===== src/rtl/demux_rr_fifo.sv =====
// demux_rr_fifo
//   1-to-NUM_CH byte demultiplexer for the lane-striping receive path. Input
//   words go to a lane picked round-robin (modo=0) or by selector (modo=1) and
//   are buffered in a per-lane show-ahead FIFO with a valid/pop handshake.
//
// Ports
//   clk_f          single clock, posedge
//   reset          asynchronous, active-high
//   entrada        input word
//   valid_entrada  input word valid
//   ready_entrada  word can be accepted this cycle (independent of valid)
//   modo           0 = round-robin, 1 = direct via selector
//   selector       target lane in direct mode (>= NUM_CH is invalid)
//   salida         lane i head word at [i*WIDTH +: WIDTH], 0 while empty
//   valid_salida   lane i head word valid
//   pop_salida     lane i consumes its head word
//   full / empty   lane i occupancy == DEPTH / == 0
//   cuenta         per-lane 16-bit accepted-word counters
//
// Optional feature: define DEMUX_CNT_EN to build the cuenta counters;
// otherwise cuenta is tied to 0 and the port list stays the same.

module demux_rr_fifo #(
  parameter int WIDTH  = 8,
  parameter int NUM_CH = 4,
  parameter int DEPTH  = 4,
  localparam int SEL_W = $clog2(NUM_CH)
) (
  input  logic                    clk_f,
  input  logic                    reset,
  input  logic [WIDTH-1:0]        entrada,
  input  logic                    valid_entrada,
  output logic                    ready_entrada,
  input  logic                    modo,
  input  logic [SEL_W-1:0]        selector,
  output logic [NUM_CH*WIDTH-1:0] salida,
  output logic [NUM_CH-1:0]       valid_salida,
  input  logic [NUM_CH-1:0]       pop_salida,
  output logic [NUM_CH-1:0]       full,
  output logic [NUM_CH-1:0]       empty,
  output logic [NUM_CH*16-1:0]    cuenta
);

  localparam int AW = $clog2(DEPTH);
  localparam logic [SEL_W-1:0] LAST_CH = SEL_W'(NUM_CH - 1);
  localparam logic [AW:0]      DEPTH_W = (AW + 1)'(DEPTH);

  logic [SEL_W-1:0]  rr_ptr;
  logic [SEL_W-1:0]  target;
  logic [NUM_CH-1:0] lane_sel;
  logic              accept;

  assign target = modo ? selector : rr_ptr;

  // An out-of-range selector matches no lane, so ready drops without a
  // separate range check. Full lanes are never skipped: strict stripe order.
  assign ready_entrada = |(lane_sel & ~full);
  assign accept        = valid_entrada & ready_entrada;

  always_ff @(posedge clk_f or posedge reset) begin
    if (reset) begin
      rr_ptr <= '0;
    end else if (accept && !modo) begin
      rr_ptr <= (rr_ptr == LAST_CH) ? '0 : rr_ptr + 1'b1;
    end
  end

  for (genvar i = 0; i < NUM_CH; i++) begin : g_lane
    logic [WIDTH-1:0] mem [DEPTH];
    logic [AW-1:0]    rd_ptr;
    logic [AW-1:0]    wr_ptr;
    logic [AW:0]      occ;
    logic             push;
    logic             pop;

    assign lane_sel[i] = (target == SEL_W'(i));
    assign push        = accept & lane_sel[i];
    // Pop on an empty lane is ignored, even if a push lands the same cycle.
    assign pop         = pop_salida[i] & (occ != '0);

    always_ff @(posedge clk_f or posedge reset) begin
      if (reset) begin
        rd_ptr <= '0;
        wr_ptr <= '0;
        occ    <= '0;
      end else begin
        if (push) wr_ptr <= wr_ptr + 1'b1;
        if (pop)  rd_ptr <= rd_ptr + 1'b1;
        if (push && !pop)      occ <= occ + 1'b1;
        else if (pop && !push) occ <= occ - 1'b1;
      end
    end

    // Storage needs no reset: the head is masked by occupancy.
    always_ff @(posedge clk_f) begin
      if (push) mem[wr_ptr] <= entrada;
    end

    assign full[i]                   = (occ == DEPTH_W);
    assign empty[i]                  = (occ == '0);
    assign valid_salida[i]           = ~empty[i];
    assign salida[i*WIDTH +: WIDTH]  = empty[i] ? '0 : mem[rd_ptr];

`ifdef DEMUX_CNT_EN
    logic [15:0] cnt;

    always_ff @(posedge clk_f or posedge reset) begin
      if (reset)     cnt <= '0;
      else if (push) cnt <= cnt + 16'd1;
    end

    assign cuenta[i*16 +: 16] = cnt;
`else
    assign cuenta[i*16 +: 16] = 16'd0;
`endif
  end

endmodule


===== config.mk =====
export PLATFORM = sky130hd
export DESIGN_NAME = demux_rr_fifo
export DESIGN_NICKNAME = d
export VERILOG_FILES = /design/src/rtl/demux_rr_fifo.sv
export SDC_FILE = /design/constraint.sdc
export NUM_CORES = 1
export LEC_CHECK = 0
export ABC_AREA = 1
export CORE_MARGIN = 2
export CORE_UTILIZATION = 57
export DETAILED_ROUTE_END_ITERATION = 7
export PLACE_DENSITY = 0.85
export SLEW_MARGIN = 10
export SYNTH_ARGS = -nofsm -noshare
export SYNTH_HDL_FRONTEND = slang
export SYNTH_SLANG_ARGS = --single-unit

===== constraint.sdc =====
create_clock -name clk_f -period 6.3 [get_ports clk_f]
set_clock_uncertainty 0.1 [all_clocks]
set_input_delay 0.945 -clock clk_f [delete_from_list [all_inputs] [get_ports clk_f]]
set_output_delay 0.945 -clock clk_f [all_outputs]
set_load 0.05 [all_outputs]

Word-level counts from Yosys, hierarchy flattened. Memory sizes are Yosys's and may differ from the RTL's. Index checks and enable logic that the tools add are counted.

Memory bits (writable): 128. Output and inout bits: 109. Logic and storage cells: 111. Memories: 4. Input bits: 18. Register bits: 30.

Memory list: g_lane[0].mem (depth 4, bits a word 8, read ports 1, clocked after Yosys merged registers in 0, wr ports 1, line 69) `logic [WIDTH-1:0] mem [DEPTH];`; g_lane[1].mem (depth 4, bits a word 8, read ports 1, clocked after Yosys merged registers in 0, wr ports 1, line 69); g_lane[2].mem (depth 4, bits a word 8, read ports 1, clocked after Yosys merged registers in 0, wr ports 1, line 69); g_lane[3].mem (depth 4, bits a word 8, read ports 1, clocked after Yosys merged registers in 0, wr ports 1, line 69).

Mux-type cells: 22. Bitwise operators: 15. $add $sub $neg: 17. Reductions and logical operators: 32. Equal/unequal tests: 8.

Operators with widths (count): 8-bit 2-to-1 mux (4); 3-bit 2-to-1 mux (8); 2-bit by 1-bit adder with 2-bit output (second input constant) (9); 3-bit by 1-bit adder with 3-bit output (second input constant) (4); 3-bit equality test (second input constant) (4); 3-bit zero test (4); 3-bit nonzero test (4); 3-bit by 1-bit subtractor with 3-bit output (second input constant) (4); 1-bit bitwise AND (9); 1-bit logical AND (9); 1-bit zero test (9); 1-bit 2-to-1 mux (8); 2-bit nonzero test (4); 2-bit equality test (second input constant) (3); 4-bit bitwise AND (1); 2-bit 2-to-1 mux (2); 1-bit NOT (4); 4-bit NOT (1); 4-bit OR reduction (1); 2-bit by 1-bit equality test with 1-bit output (second input constant) (1); 2-bit zero test (1).

Logic depth before layout (Yosys ltp). Gate-level depths: netlist (run 1).

Depth after elaboration: 10. Mapped depth: 16. Mapped depth without buffers: 16.

Worst setup path before layout (run 1). OpenSTA, ideal clock, no wires.

Path kind: reg-to-output. Start: reg g_lane[0].occ[0]. End: out salida[0]. Stages on the path, launching flop included: 4. Buffers on the path: 1. Data arrival time: 1.760 ns. Path slack: 3.495 ns. Path through: dfrtp_1 > nor3_1 > clkbuf_1 > a21oi_1.

Word-level cells in the longest chain between the ends: 2.

Ends and longest elaborated chain: start: declaration (line 72) `logic [AW:0] occ;`; start signal: assignment (line 89) `if (push && !pop) occ <= occ + 1'b1;`; start signal: assignment (line 90) `else if (pop && !push) occ <= occ - 1'b1;`; 3-bit zero test (line 100) `assign empty[i] = (occ == '0);`; net empty[0] (line 40) `output logic [NUM_CH-1:0] empty,`; 8-bit 2-to-1 mux (line 102) `assign salida[i*WIDTH +: WIDTH] = empty[i] ? '0 : mem[rd_ptr];`; end: declaration (line 36) `output logic [NUM_CH*WIDTH-1:0] salida,`.

The timed path passes the listed nets, and every way through them passes these cells.

Worst setup path after layout (run 1).
Start: in modo. End: out ready_entrada.

Word-level cells in the longest chain between the ends: 4.

Ends and longest elaborated chain: start: declaration (line 34) `input logic modo,`; 2-bit 2-to-1 mux (*) (line 53) `assign target = modo ? selector : rr_ptr;`; 2-bit by 1-bit equality test with 1-bit output, or another cell as far along (line 76) `assign lane_sel[i] = (target == SEL_W'(i));`; 4-bit bitwise AND (*) (line 57) `assign ready_entrada = |(lane_sel & ~full);`; 4-bit OR reduction (*) (line 57); end: declaration (line 33) `output logic ready_entrada,`.

Mark *: on every way between the ends. The rest lies on a longest branch, timed or not.

==> results.md, run 1 <==
* Status: complete, no violations
* Ys Warns at 0
* Worst path cell trace: clkdlybuf4s50_1 -> inv_2 -> nand2_1 -> nand2_2 -> nand3_1 -> nand2_1 -> inv_2 -> nand2_4 -> clkdlybuf4s50_1
* Post-CTS Setup Repair Bufs at 0
* Initial Util at 58.6%
* Cells after synthesis at 691
* CTS tree: yes
* Area leader, netlist: edfxtp_1
* FF-to-FF path depth at 9
* Synth Area in Adders at 4.62%
* Num Clock Sinks at 158
* RSZ-0062 raised after global routing: false
* Fin cells at 937
* Diodes inserted at 0
* All-Layer GR Usage at 21.1%
* Global route total overflow at 0
* Std cell rows at 41
* CP Launch Type: input pin
* WL/cell at 15.5 um
* Worst setup EP type: output port
* Hold path cells at 1
* Fin. Hold Viols at 0
* CP max stage cell: clkdlybuf4s50_1
* PortBufs at 62
* Fraction of power spent switching nets at 44.2%
* Clock network power share at 22.2%
* WS Path Type: input pin to output port
* Seq cells post-synth at 158
* Max-cap violations at 0
* Net Switching at 0.00205 W
* Cell Area, Placed at 0.00793 mm^2
* Clock Pin Slew Worst Setup and Hold Paths at 60 ps
* Sequential power share at 32.1%
* Final Routed Wirelength at 14.6 mm
* Post-cts repair resize count at 0
* Clock Latency Late Sink at 420 ps
* Worst path top cell family by delay: buffers and inverters
* DP HPWL at 9.35 mm
* Clock Tree Buf Depth at 2
* Ports at 127
* Inst Count DP at 905
* Crit path time final at 4030 ps
* Avg Inst Size Synth at 10.7 um^2
* CP peak stage delay at 850 ps
* Synth Cell Area at 0.00742 mm^2
* Setup TNS at 0 ps
* RePlAce Congestion at 0.821
* Pleak at 3.38 nW
* Largest family of logic cells by synthesized area: simple AND/OR/NAND/NOR gates
* Yosys top cell area share at 51.8%
* Post-Synth Simple-Gate Area at 12.8%
* P&R area growth vs syn at 14.9%
* Root Buffer: clkbuf_16
* Worst Path Required at 5250 ps
* Period Utilization, post-route at 64.0%
* Tightest Pin Transition at 1210 ps
* FF-to-FF setup slack at 3240 ps
* Post-DR vias/cell at 5.13
* P per Cell Area at 543 mW/mm^2
* Total power at 0.00463 W
* Synth Area in Compound Gates at 7.15%
* Max transition margin at 18.9%
* Die width at 118 um
* Sequential share of the synthesized area at 61.9%
* Initial antenna violation count at 0
* Number of global-route vias before repair at 4624
* Synth Area in XOR/XNOR at 1.89%
* Combinational power share at 45.7%
* H-tree depth at 4
* Number of remaining DRC errors at 0
* Pint at 0.00258 W
* Distinct cells, synth at 25
* Crit path DAT at 2990 ps
* Share of cells above drive strength 1 at 6.80%
* Die area at 0.0140 mm^2
* CP Buf/Inv Count at 4
* Max Freq at 248 MHz
* 1st-pass router iterations at 6
* Max-slew violation count at 0
* Initial DRC count at 537
* CP Max Fanout at 16
* Die Ht at 118 um
* Most area-consuming cells after synthesis: edfxtp_1 52%, dfrtp_1 10%, nor2_1 8.0%
* Final ANT Viol Nets at 0
* Largest net degree at the start of global routing at 31
* Final setup fails at 0
* Hold Crit Class: flip-flop to flip-flop
* Critical path depth at 9
* Post-layout instance area at 0.00853 mm^2
* VDD IR max at 0.000424 V
* Post-CTS Hold Fix Bufs at 0
* Vias at 4810
* Post-synthesis mux area share at 0%
* First-pass GRT wire length at 22.8 mm
* Core ar. at 0.0127 mm^2
* Number of CTS-inserted buffers at 17
* Fin nets at 795
## sequential cells by signal, indices dropped and copies added, names as in the netlist
name	flops
g_lane.occ	12
g_lane.mem	128
g_lane.rd_ptr	8
g_lane.wr_ptr	8
rr_ptr	2
## worst register-to-register path, cell delays in order, from the launching register on
cell and delay (ps):
dfrtp_1 440, nor3_1 980, nor2_1 210, inv_1 110, ha_1 140, inv_1 70
fa_1 400, a21oi_1 180, o21ai_0 150, xnor2_1 160
## layer usage
| metal | routed length (um) | vias up | global-route usage, % |
|---|---|---|---|
| li1 | - | 2283 | - |
| met4 | 339 | 0 | 8.89 |
| met5 | 0 | - | 0 |
| met2 | 7350 | 202 | 35.7 |
| met3 | 918 | 34 | 4.78 |
| met1 | 5940 | 2291 | 26.1 |
## final timing paths
path / start / to
worst max-delay path: modo / ready_entrada
worst min-delay path: g_lane[2].occ[2] / g_lane[2].occ[2]
worst max register to register: g_lane[2].occ[0] / g_lane[2].occ[2]
worst min register to register: g_lane[2].occ[2] / g_lane[2].occ[2]
max in group asynchronous: reset / g_lane[0].rd_ptr[1]
min in group asynchronous: reset / rr_ptr[1]
## power by group through the flow
stage	Sequential [W]	Combinational, W	Clock (W)
after floorplan	0.00137	0.00165	0
after global placement	0.00148	0.00204	0
after detailed placement	0.00150	0.00210	0
after CTS	0.00148	0.00212	0.00104
after global routing	0.00151	0.00227	0.00108
final	0.00149	0.00212	0.00103
## synth_stat cells
master / n
nor2_1: 159
edfxtp_1: 128
o21ai_0: 67
buf_4: 64
inv_1: 61
a21oi_1: 39
nand2_1: 34
dfrtp_1: 30
ha_1: 21
buf_2: 12
nand4_1: 9
clkbuf_1: 8
nand3_1: 8
xnor2_1: 8
xor2_1: 8
inv_2: 7
nand2_2: 6
nand3_2: 6
clkinv_1: 4
fa_1: 4
nor3_1: 4
buf_8: 1
clkbuf_4: 1
conb_1: 1
nand2_4: 1
## cells by family after synthesis
group / Yosys count
xor+xnor: 16
fa+ha+maj: 25
compound gates: 106
other cells: 1
flops: 158
buf+inv: 158
simple gates: 227
## placed cells by master, fill, tap and decap left out, types with 5 or more instances in the layout
cell,instances
edfxtp_1,128
clkbuf_16,17
nand3_1,8
clkinvlp_4,5
xnor2_1,8
inv_1,61
conb_1,64
xor2_1,8
inv_2,7
clkdlybuf4s50_1,62
nand3_2,6
ha_1,21
o21ai_0,67
a21oi_1,39
nand4_1,9
dfrtp_1,30
nor2_1,159
nand2_1,34
nand2_2,6
## cell type report
| cell class | count | area [um^2] |
|---|---|---|
| clock buffers | 22 | 464 |
| inverters | 72 | 270 |
| multi-input cells | 438 | 2200 |
| repair buffers | 65 | 643 |
| fillers | 873 | 4140 |
| well taps | 172 | 215 |
| flip-flops and latches | 158 | 4590 |
| clock inverters | 10 | 138 |
## metrics by stage
stage / hold slack [ps] / util [%] / setup WS (ps)
2_1_floorplan: 367 / - / 3500
3_3_place_gp: 382 / 62.6 / 2360
3_5_place_dp: 398 / 62.6 / 2280
4_1_cts: 406 / 67.3 / 2280
5_1_grt: 425 / 67.3 / 2140
6_report: 413 / 67.3 / 2270
No activity file was read; power rests on OpenSTA's default activity.
==> inputs of run 2 (changes only) <==
CORE_UTILIZATION = 53   (was 57)
PLACE_DENSITY = 0.8   (was 0.85)
clock period = 3.75 ns   (was 6.3 ns; I/O delays follow)
==> run 2 against run 1 <==
- cell count increased by 1.5%
- die area up 7.3%
- via count decreased by 0.79%
- design area is 0.44% higher
- first-iteration DRC count down 40%
- non-clock buffer count up 6
- global-route usage decreased by 0.22 points
- combinational power is 68% higher
- count of clock-buffer cells in the layout decreased by 3
- hold slack got worse by 3.6 ps
- critical path type unchanged
==> results.md, run 2 (synthesized netlist as in run 1, its figures left out) <==
* Biggest register: g_lane.mem
* Status: complete, no violations
* Number of remaining DRC errors at 0 (unchanged)
* CP Launch Type: input pin
* Inst Count DP at 919 (+1.5%)
* Fin nets at 801 (+0.75%)
* Die Ht at 122 um (+3.6%)
* WS Path Type: input pin to output port
* R2r endpoint: g_lane[1].occ[2]
* Clock Pin Slew Worst Setup and Hold Paths at 60 ps (about the same)
* Max reg flops at 128 (unchanged)
* Final setup margin at 398 ps (-1870 ps)
* CP Max Fanout at 16 (unchanged)
* Worst path cell trace: clkdlybuf4s50_1 -> inv_2 -> nand2_1 -> nand2_2 -> nand3_1 -> nand2_1 -> inv_2 -> nand2_4 -> clkdlybuf4s50_1
* Largest regs: g_lane.mem (128), g_lane.occ (12)
* Setup TNS at 0 ps (unchanged)
* Worst Path Required at 3090 ps (-2160 ps)
* WL/cell at 15.3 um (-1.8%)
* FF-to-FF setup slack at 1050 ps (-2190 ps)
* Post-CTS Hold Fix Bufs at 0 (unchanged)
* Vias at 4772 (-0.79%)
* Core ar. at 0.0138 mm^2 (+8.7%)
* Initial DRC count at 323 (-40%)
* Tightest Pin Transition at 849 ps (-358 ps)
* Final Routed Wirelength at 14.5 mm (-0.34%)
* Fin. Hold Viols at 0 (unchanged)
* CTS tree: yes
* FF-to-FF Start: rr_ptr[1]
* Max Freq at 298 MHz
* Commonest cells after routing, fill and taps aside: 159 x nor2_1, 128 x edfxtp_1, 67 x o21ai_0, 64 x conb_1, 62 x clkdlybuf4s50_1
* Die width at 122 um (+3.6%)
* Min-delay src: g_lane[0].occ[2]
* Worst setup EP type: output port
* Post-DR vias/cell at 5.02 (-2.3%)
* P&R area growth vs syn at 15.4%
* Crit path DAT at 2690 ps (-300 ps)
* RSZ-0062 raised after global routing: false
* PortBufs at 62 (unchanged)
* Number of CTS-inserted buffers at 17 (unchanged)
* Root Buffer: clkbuf_16
* Post-cts repair resize count at 0 (unchanged)
* Fillers at 1041 (+19%)
* WHS Endpoint: g_lane[0].occ[2]
* Hold Crit Class: flip-flop to flip-flop
* DP HPWL at 9.61 mm (+2.8%)
* Max transition margin at 43.2% (+24 points)
* Clock Tree Buf Depth at 2 (unchanged)
* Die area at 0.0150 mm^2 (+7.3%)
* FF-to-FF path depth at 15 (+6)
* Clock Latency Late Sink at 420 ps (about the same)
* Initial Util at 53.9% (-4.7 points)
* Worst path top cell family by delay: buffers and inverters
* Std cell rows at 43 (+4.9%)
* Crit path time final at 3350 ps
* Num Clock Sinks at 158 (unchanged)
* Diodes inserted at 0 (unchanged)
* Initial antenna violation count at 0 (unchanged)
* All-Layer GR Usage at 20.9% (-0.22 points)
* P per Cell Area at 902 mW/mm^2 (+66%)
* Period Utilization, post-route at 89.4%
* Pleak at 3.41 nW (+0.99%)
* Setup WS pre-CTS at 425 ps (-1850 ps)
* Global route total overflow at 0 (unchanged)
* Largest net degree at the start of global routing at 31 (unchanged)
* RePlAce Congestion at 0.796 (-3.0%)
* Fin cells at 951 (+1.5%)
* CP Buf/Inv Count at 4 (unchanged)
* 1st-pass router iterations at 5 (-1)
* Share of cells above drive strength 1 at 7.78% (+0.98 points)
* CP max stage cell: clkdlybuf4s50_1
* CP peak stage delay at 840 ps (about the same)
* Post-CTS Setup Repair Bufs at 0 (unchanged)
* H-tree depth at 4 (unchanged)
* First-pass GRT wire length at 23.4 mm (+2.6%)
* Max-slew violation count at 0 (unchanged)
* Commonest non-fill, non-tap cell in the layout: nor2_1
* Final ANT Viol Nets at 0 (unchanged)
* Number of global-route vias before repair at 4733 (+2.4%)
* VDD IR max at 0.000487 V (+15%)
* Max-cap violations at 0 (unchanged)
* Hold path cells at 1 (unchanged)
* Final setup fails at 0 (unchanged)
* Ports at 127 (unchanged)
* Total power at 0.00773 W (+67%)
==> run 2: final cells by class <==
class                   instances  area, um^2  share of cell area [%]
well taps                     180         225                    2.63
multi-input cells             438        2200                    25.7
repair buffers                 71         688                    8.03
clock buffers                  19         443                    5.17
inverters                      72         270                    3.16
clock inverters                13         141                    1.65
flip-flops and latches        158        4590                    53.6
==> run 2: worst register-to-register path: stages, from the launching register on <==
cell and delay, ps:
dfrtp_1 430, inv_1 90, nand2_1 80, nand2_2 110
nand3_1 100, nand2_1 100, inv_2 50, nand2_4 170
nand3_2 180, inv_1 110, ha_1 140, inv_1 70
fa_1 390, a21oi_1 170, o21ai_0 130, xnor2_1 150
==> run 2: per-stage QoR <==
| stage | instance area [um^2] | util [%] | hold slack [ps] |
|---|---|---|---|
| after floorplan | 7660 | - | 367 |
| after global placement | 7980 | 57.9 | 383 |
| after detailed placement | 7980 | 57.9 | 395 |
| after CTS | 8570 | 62.2 | 407 |
| after global routing | 8570 | 62.2 | 440 |
| final | 8570 | 62.2 | 410 |
==> run 2: metal layers <==
| metal | wire [um] | vias to the layer above | GRT usage, % |
|---|---|---|---|
| li1 | - | 2286 | - |
| met4 | 420 | 0 | 9.20 |
| met2 | 7240 | 178 | 34.7 |
| met3 | 861 | 30 | 4.79 |
| met1 | 5990 | 2278 | 26.2 |
| met5 | 0 | - | 0 |
==> run 2: worst max path at each step <==
stage | startpoint | end | slack, ps | depth (start not counted)
5_1_grt | g_lane[1].rd_ptr[1] | salida[13] | 250 | 5
6_report | modo | ready_entrada | 400 | 9
4_1_cts | modo | ready_entrada | 440 | 9
3_5_place_dp | modo | g_lane[2].occ[2] | 430 | 16
3_3_place_gp | modo | ready_entrada | 570 | 9
2_1_floorplan | g_lane[0].occ[0] | salida[0] | 1330 | 3
==> run 2: where the power goes <==
group | total (W) | internal (W) | switching [W]
registers | 0.00250 | 0.00215 | 0.000348
logic | 0.00356 | 0.00112 | 0.00243
clock network | 0.00167 | 0.000998 | 0.000675
==> inputs of run 3 (changes only) <==
GPL_TIMING_DRIVEN = 0   (was default)
HOLD_SLACK_MARGIN = 0.08   (was default)
==> run 3 against run 2 <==
- sequential share of layout area fell by 3.3 points
- power grew 3.3%
- via count is 2.1% higher
- setup slack gained 15 ps
- core utilization up 4.1 points
- fmax grew 0.44%
- clock power grew 9%
- hold slack got worse by 7.0 ps
- critical path depth decreased by 3
- sequential cell count did not move
- largest cell class unchanged
- critical path type is now flip-flop to output port
- non-clock buffer count is 77 higher
==> results.md, run 3 (synthesized netlist as in run 1, its figures left out) <==
* Max Freq at 300 MHz (+0.44%)
* Initial Util at 53.9% (unchanged)
* Diodes inserted at 0 (unchanged)
* Commonest cells after routing, fill and taps aside: 159 x nor2_1, 128 x edfxtp_1, 67 x o21ai_0, 64 x buf_4, 64 x conb_1
* Die Ht at 122 um (unchanged)
* Die area at 0.0150 mm^2 (unchanged)
* Commonest non-fill, non-tap cell in the layout: nor2_1
* Net Switching at 0.00345 W (-0.28%)
* Ports at 127 (unchanged)
* Clock Tree Buf Depth at 2 (unchanged)
* Largest net degree at the start of global routing at 31 (unchanged)
* WS Path Type: flip-flop to output port
* Clock Latency Late Sink at 420 ps (about the same)
* Pleak at 3.80 nW (+11%)
* CTS tree: yes
* Fillers at 1070 (+2.8%)
* Vias at 4874 (+2.1%)
* CP peak stage delay at 850 ps (about the same)
* Global route total overflow at 0 (unchanged)
* H-tree depth at 4 (unchanged)
* Initial antenna violation count at 0 (unchanged)
* Max-cap violations at 0 (unchanged)
* Max reg flops at 128 (unchanged)
* DP HPWL at 9.55 mm (-0.67%)
* Period Utilization, post-route at 89.0% (-0.39 points)
* P per Cell Area at 874 mW/mm^2 (-3.1%)
* Largest regs: g_lane.mem (128), g_lane.occ (12)
* Status: complete, no violations
* Final core occ at 66.3% (+4.1 points)
* Worst Path Required at 3090 ps (about the same)
* Core ar. at 0.0138 mm^2 (unchanged)
* Setup TNS at 0 ps (unchanged)
* Worst hold slack at 403 ps (-7.01 ps)
* Sequential power share at 29.0% (-3.3 points)
* Total area of sequential cells at 0.00459 mm^2 (unchanged)
* Fin nets at 878 (+9.6%)
* Num Clock Sinks at 158 (unchanged)
* RSZ-0062 raised after global routing: false
* Final Routed Wirelength at 14.3 mm (-1.2%)
* First-pass GRT wire length at 22.2 mm (-4.9%)
* FF-to-FF setup slack at 1280 ps (+230 ps)
* Fraction of power spent switching nets at 43.2% (-1.5 points)
* Number of global-route vias before repair at 4491 (-5.1%)
* FF-to-FF Start: g_lane[0].occ[0]
* RePlAce Congestion at 0.837 (+5.1%)
* PortBufs at 62 (unchanged)
* Worst path top cell family by delay: buffers and inverters
* Max transition margin at 48.7% (+5.6 points)
* Crit path DAT at 2670 ps (-20 ps)
* Post-CTS Setup Repair Bufs at 0 (unchanged)
* VDD IR max at 0.000488 V (about the same)
* Share of cells above drive strength 1 at 15.0% (+7.2 points)
* CP Max Fanout at 10 (-6)
* 1st-pass router iterations at 5 (unchanged)
* Combinational power share at 48.2% (+2.2 points)
* Post-cts repair resize count at 0 (unchanged)
* WL/cell at 14.0 um (-8.5%)
* Clock network power share at 22.8% (+1.1 points)
* Area taken by multi-input logic gates at 0.00220 mm^2 (unchanged)
* Min-delay src: g_lane[2].occ[2]
* Cell Area, Placed at 0.00851 mm^2 (+6.6%)
* Hold Crit Class: flip-flop to flip-flop
* Worst setup EP type: output port
* Die width at 122 um (unchanged)
* Biggest register: g_lane.mem
* Initial DRC count at 299 (-7.4%)
* Max-slew violation count at 0 (unchanged)
* Root Buffer: clkbuf_16
* Post-CTS Hold Fix Bufs at 0 (unchanged)
* P&R area growth vs syn at 23.0%
* Post-layout instance area at 0.00913 mm^2 (+6.6%)
* CP Buf/Inv Count at 4 (unchanged)
* Number of remaining DRC errors at 0 (unchanged)
* Clock Pin Slew Worst Setup and Hold Paths at 60 ps (about the same)
* Std cell rows at 43 (unchanged)
* CP max stage cell: clkdlybuf4s50_1
* Number of CTS-inserted buffers at 17 (unchanged)
* Pint at 0.00453 W (+6.1%)
* Final setup fails at 0 (unchanged)
* Crit path from: g_lane[2].rd_ptr[0]
* Final ANT Viol Nets at 0 (unchanged)
* Worst path cell trace: buf_2 -> inv_2 -> clkbuf_1 -> o21ai_0 -> a21oi_1 -> clkdlybuf4s50_1
* CP Launch Type: flip-flop
* Tightest Pin Transition at 766 ps (-82.9 ps)
* Post-DR vias/cell at 4.75 (-5.4%)
* All-Layer GR Usage at 19.9% (-0.94 points)
* Fin. Hold Viols at 0 (unchanged)
* Crit path time final at 3340 ps (-14.7 ps)
[run 3: cell types whose count changed in the layout (fill, tap and decap cells not counted), sizes merged]
cell,previous run,this run
buf,9,77
clkinvlp,3,2
inv,69,68
clkbuf,19,27
bufinv,2,5
clkinv,11,10
[run 3: layout make-up]
class                   instances  area share [%]
plain buffers                  86            6.49
flip-flops and latches        158            50.3
multi-input cells             438            24.1
clock buffers                  18            4.70
inverters                      72            2.96
well taps                     180            2.47
clock inverters                13            2.15
repair buffers                 62            6.80
[run 3: through the flow]
| step | worst slack [ps] | instances | power [W] |
|---|---|---|---|
| 2_1_floorplan | 1330 | 754 | 0.00508 |
| 3_3_place_gp | 489 | 996 | 0.00609 |
| 3_5_place_dp | 468 | 996 | 0.00617 |
| 4_1_cts | 418 | 1027 | 0.00800 |
| 5_1_grt | 287 | 1027 | 0.00843 |
| 6_report | 413 | 1027 | 0.00798 |
[run 3: power groups by stage]
stage	registers, W	logic [W]	clock network, W
2_1_floorplan	0.00231	0.00277	0
3_3_place_gp	0.00233	0.00376	0
3_5_place_dp	0.00235	0.00382	0
4_1_cts	0.00232	0.00386	0.00183
5_1_grt	0.00235	0.00417	0.00191
6_report	0.00232	0.00385	0.00182
[run 3: path summary, 6_finish.rpt]
path / endpoint / cells past startpoint
min in group asynchronous: g_lane[1].occ[1] / 2
max: salida[16] / 6
min: g_lane[2].occ[2] / 1
max reg2reg: g_lane[3].occ[2] / 14
min reg2reg: g_lane[2].occ[2] / 1
max in group asynchronous: g_lane[0].occ[0] / 2
[run 3: routing by layer]
metal / global-route usage [%] / wire length [um]
met5: 0 / 0
met4: 8.62 / 383
met3: 4.32 / 1080
met2: 31.5 / 6830
met1: 26.7 / 6040
